==> src/rtl/sub16_serial.sv <==
// sub16_serial: bit-serial subtractor/decrementer, LSB first.
// One borrow flop; difference and flags are published on completion.
module sub16_serial #(
    parameter int WIDTH = 16
) (
    input  logic             clk,
    input  logic             rst_n,
    input  logic             start,
    input  logic             op,
    input  logic [WIDTH-1:0] a,
    input  logic [WIDTH-1:0] b,
    output logic             busy,
    output logic             done,
    output logic [WIDTH-1:0] diff,
    output logic             borrow,
    output logic             zero,
    output logic             neg,
    output logic             ovf
);

    localparam int CW = (WIDTH > 1) ? $clog2(WIDTH) : 1;
    localparam logic [CW-1:0] LAST = CW'(WIDTH - 1);
    localparam int MSB = WIDTH - 1;

    typedef enum logic [1:0] {
        IDLE,
        RUN,
        DONE
    } state_t;

    state_t state;
    state_t state_nx;

    logic [WIDTH-1:0] a_r;
    logic [WIDTH-1:0] b_r;
    logic [WIDTH-1:0] sr;
    logic [WIDTH-1:0] full;
    logic [CW-1:0]    cnt;
    logic             bff;
    logic             ai;
    logic             bi;
    logic             d;
    logic             bnx;
    logic             last;
    logic             accept;

    // Current bit slice: difference bit, next borrow, completed word.
    always_comb begin
        ai        = a_r[cnt];
        bi        = b_r[cnt];
        d         = ai ^ bi ^ bff;
        bnx       = (~ai & bi) | (~(ai ^ bi) & bff);
        last      = (cnt == LAST);
        full      = sr;
        full[cnt] = d;
    end

    // A start is taken in IDLE or straight out of DONE, never in RUN.
    assign accept = start && (state != RUN);

    // State register.
    always_ff @(posedge clk) begin
        if (!rst_n) begin
            state <= IDLE;
        end else begin
            state <= state_nx;
        end
    end

    // Next-state and handshake outputs.
    always_comb begin
        state_nx = state;
        busy     = 1'b0;
        done     = 1'b0;
        unique case (state)
            IDLE: begin
                if (start) begin
                    state_nx = RUN;
                end
            end
            RUN: begin
                busy = 1'b1;
                if (last) begin
                    state_nx = DONE;
                end
            end
            DONE: begin
                done     = 1'b1;
                state_nx = start ? RUN : IDLE;
            end
            default: begin
                state_nx = IDLE;
            end
        endcase
    end

    // Operand latch, serial datapath and result/flag registers.
    always_ff @(posedge clk) begin
        if (!rst_n) begin
            a_r    <= '0;
            b_r    <= '0;
            sr     <= '0;
            cnt    <= '0;
            bff    <= 1'b0;
            diff   <= '0;
            borrow <= 1'b0;
            zero   <= 1'b0;
            neg    <= 1'b0;
            ovf    <= 1'b0;
        end else if (accept) begin
            a_r <= a;
            b_r <= op ? WIDTH'(1) : b;
            sr  <= '0;
            cnt <= '0;
            bff <= 1'b0;
        end else if (state == RUN) begin
            sr[cnt] <= d;
            bff     <= bnx;
            cnt     <= cnt + CW'(1);
            if (last) begin
                diff   <= full;
                borrow <= bnx;
                zero   <= (full == '0);
                neg    <= full[MSB];
                ovf    <= (a_r[MSB] ^ b_r[MSB])
                        & (full[MSB] ^ a_r[MSB]);
            end
        end
    end

endmodule

==> config.mk <==
export PLATFORM = sky130hd
export DESIGN_NAME = sub16_serial
export DESIGN_NICKNAME = d
export VERILOG_FILES = /design/src/rtl/sub16_serial.sv
export SDC_FILE = /design/constraint.sdc
export NUM_CORES = 1
export LEC_CHECK = 0
export ABC_AREA = 0
export ABC_CLOCK_PERIOD_IN_PS = 5650
export BUFFER_PORTS_ARGS = -buffer_cell sky130_fd_sc_hd__clkbuf_2
export CAP_MARGIN = 30
export CORE_MARGIN = 5
export CORE_UTILIZATION = 59
export DETAILED_ROUTE_END_ITERATION = 16
export GPL_TIMING_DRIVEN = 0
export PLACE_DENSITY = 0.92
export SYNTH_ARGS = -nofsm -noshare
export SYNTH_HDL_FRONTEND = slang
export SYNTH_SLANG_ARGS = --single-unit
==> constraint.sdc <==
create_clock -name clk -period 5.65 [get_ports clk]
set_input_delay 1.13 -clock clk [delete_from_list [all_inputs] [get_ports clk]]
set_output_delay 1.13 -clock clk [all_outputs]
set_load 0.05 [all_outputs]
==> summary.md <==
| Metric | Value |
|---|---|
| MaxCap Viol Count | 0 |
| Post-synthesis simple-gate area fraction | 0.175 |
| Per-cell routed wire length | 15.8 µm |
| Critical path endpoint category | register |
| Worst setup margin | 1.92 ns |
| Die Y | 83.3 µm |
| WHS | 0.459 ns |
| DRC viols | 0 |
| First-pass GRT wire length | 12,400 µm |
| Largest family of logic cells by synthesized area | simple AND/OR/NAND/NOR gates |
| Yosys reg bits | 74 |
| Mux share of post-synthesis cell area | 0.122 |
| Antenna cells | 0 |
| Area occupied by multi-input gates | 0.00154 mm² |
| WS Path Type | reg -> reg |
| Root Buffer Master | clkbuf_8 |
| Final min period | 3.73 ns |
| Worst ir drop on vdd | 0.274 mV |
| Setup crit start kind | register |
| Layout cells sized above 1 | 0.251 |
| Drt pass-1 iters | 4 |
| Sequential element share of the synthesized area | 0.468 |
| Synth unique cells | 35 |
| Post-Syn Area per Cell | 9.72 µm² |
| H-tree depth | 3 |
| Vias in the first global route | around 2,600 |
| Worst-margin pin slew | 0.639 ns |
| Adder-cell area share of the yosys netlist | 0.0221 |
| Final Net Count | ~440 |
| GRT Residual Overflow | 0 |
| Die area | 0.00693 mm² |
| Initial core utilization | 0.612 |
| Post-synthesis to final-layout area growth | 20.2% |
| Final instance area | 0.00381 mm² |
| Hold Startpoint | a_r[6]$_SDFFE_PN0P_ |
| Clock Latency Late Sink | around 0.35 ns |
| FF-to-FF End | zero$_SDFFE_PN0P_ |
| Placer congestion estimate | approximately 0.92 |
| Setup violations, final | 0 |
| Count of non-filler cells in the finished layout | approximately 470 |
| Max Fclk | between 0.2 and 0.3 GHz |
| Routed wire length | 7420 µm |
| Cell Area, Synth | ~0.0032 mm² |
| Register area | ~0.0015 mm² |
| Relative max-transition margin | 0.574 |
| Outcome | completed |
| RSZ-0062 raised after global routing | false |
| Inst Count DP | approximately 450 |
| WP buf/inv | 3 |
| Final Skew | 0.00445 ns |
| Destination of the critical timing path | zero$_SDFFE_PN0P_ |
| CP top delay family | multiplexers |
| Hold Buf Count CTS | 0 |
| TritonCTS clock tree | done |
| Reg2reg path depth | 10 |
| Core area | slightly above 0.005 mm² |
| Initial DRC count | 171 |
| CTS Buf Count | 9 |
| Die span in x | 83.3 µm |
| Worst path required time | 5.95 ns |
| # clock sinks | 74 |
| Worst path cell trace | clkbuf_1 -> mux4_2 -> mux4_2 -> fa_1 -> buf_2 -> clkbuf_1 -> mux2i_1 -> nand4_1 -> o41ai_1 -> and2_1 |
| Row count | 26 |
| Max Buffers Root-to-Sink | 2 |
| Final TNS setup | 0 ns |
| Max incr delay on CP | slightly above 0.5 ns |
| Final hold violation count | 0 |
| Reg-to-Reg Start | cnt[1]$_SDFFE_PP0P_ |
| Critical path arrival | 4.02 ns |
| Final period util | 0.660 |
| IO Pins | 58 |
| Post-synthesis cell count | 326 |
| Pwr per Cell Area | 319 mW/mm² |
| FILL cells | 364 |
| Crit path launch | cnt[1]$_SDFFE_PP0P_ |
| R2r setup slk | 1.92 ns |
| Syn. warnings | 0 |
| Mapped Nets | 367 |
| GRT Overall Usage | 0.222 |
| DP Worst Slack | between 1.5 and 2 ns |
| Largest net degree at the start of global routing | 13 |
| Critical path depth | 10 |
| Post-CTS Resized | 0 |
| Top fanout value on the critical path | 10 |
| Slowest CP cell | clkbuf_1 |
| Pins Over Slew Limit | 0 |
| Post-synthesis xor/xnor area fraction | 0.00829 |
| Power, Total | 1.21 mW |
| Placed cell area | 0.00354 mm² |
| Synth Area in Compound Gates | 0.158 |
| Leakage | 1.56 nW |
| Worst Hold Class | reg -> reg |
| Port bufs | 57 |
| Via count | between 2,000 and 3,000 |
| Post-CTS Setup Repair Bufs | 0 |
| Fin util | 0.736 |
| Via-to-Cell Ratio | approximately 5.7 |
| Post-route ant nets | 0 |
| Clk slew on worst S/H paths | 0.07 ns |
| Post-DP HPWL | about 5200 µm |
| Initial antenna violation count | 0 |
Yosys cell counts (all sizes together):
library cell	instances	share of area
nand3	3	0.0063
nor3b	4	0.0095
nor3	4	0.0079
and2	2	0.0039
mux4	10	0.071
nand3b	10	0.025
nand4	6	0.012
a311oi	1	0.0028
buf	15	0.027
ha	4	0.016
or2	1	0.0020
mux2i	16	0.051
nor2	44	0.052
nand2b	1	0.0020
xor2	2	0.0055
o41ai	1	0.0028
inv	6	0.0071
clkbuf	11	0.013
a2111oi	1	0.0087
a21oi	20	0.032
nor2b	3	0.0059
nand2	40	0.048
dfxtp	74	0.47
a22o	15	0.041
a211oi	30	0.071
fa	1	0.0063
xnor2	1	0.0028
report_power, final:
group,leakage (nW),internal [mW],switching [mW]
Combinational,0.824,0.0473,0.0723
Clock,0.134,0.350,0.192
Sequential,0.602,0.541,0.0116
metal layers:
layer  vias to the layer above  part of all wire  global-route usage  wire length, µm
li1                       1292                 -                   -                -
met1                      1248              0.42               0.275             3130
met2                       108              0.49               0.368             3610
met3                        18             0.066              0.0446              487
met4                         0             0.026               0.107              195
met5                         -                 0                   0                0
worst min path at each step:
stage	endpoint	slack, ns	cells past startpoint
after global placement	a_r[13]$_SDFFE_PN0P_	0.44	2
final	a_r[6]$_SDFFE_PN0P_	0.46	2
after detailed placement	a_r[12]$_SDFFE_PN0P_	0.45	2
after CTS	a_r[14]$_SDFFE_PN0P_	0.46	2
after floorplan	a_r[10]$_SDFFE_PN0P_	0.43	2
after global routing	a_r[6]$_SDFFE_PN0P_	0.48	2
placed cells by master (no fill, tap or decap), types with 2 or more instances in the layout:
| master | instances |
|---|---|
| dfxtp_1 | 74 |
| clkbuf_2 | 57 |
| nor2_1 | 44 |
| nand2_1 | 39 |
| a211oi_1 | 30 |
| a21oi_1 | 20 |
| mux2i_1 | 16 |
| a22o_1 | 15 |
| clkbuf_1 | 12 |
| mux4_2 | 10 |
| clkbuf_8 | 10 |
| nand3b_1 | 9 |
| buf_2 | 6 |
| nand4_1 | 6 |
| inv_1 | 5 |
| buf_1 | 4 |
| buf_4 | 4 |
| nor3b_1 | 4 |
| ha_1 | 4 |
| bufinv_16 | 4 |
| nor2b_1 | 3 |
| nor3_1 | 3 |
| nand3_1 | 2 |
| xor2_1 | 2 |
| and2_1 | 2 |
final cells by class:
type	instances	area share
Buffer	26	0.0335
Clock buffer	11	0.0371
Sequential cell	74	0.389
Clock inverter	5	0.0329
Multi-Input combinational cell	220	0.404
Tap cell	70	0.0230
Inverter	6	0.00592
Timing Repair Buffer	57	0.0749
cells by family (layout without fill, tap and decap cells):
logic type | count (synthesis) | after routing
buffers and inverters | 32 | 105
AO/OA/AOI/OAI | 68 | 68
flip-flops | 74 | 74
AND/OR/NAND/NOR | 118 | 118
adder cells (fa/ha/maj) | 5 | 5
XOR/XNOR | 3 | 3
multiplexers | 26 | 26
tightest hold or removal path, stage by stage (launching register included):
cell	delay [ns]
dfxtp_1	0.31
nand2_1	0.05
a21oi_1	0.05
sequential cells by signal (all words and copies together) (netlist names):
signal,cells
diff,16
borrow,1
bff,1
ovf,1
zero,1
sr,16
cnt,4
b_r,16
a_r,16
state,2
Note: power is estimated with default switching activity, not from simulation.
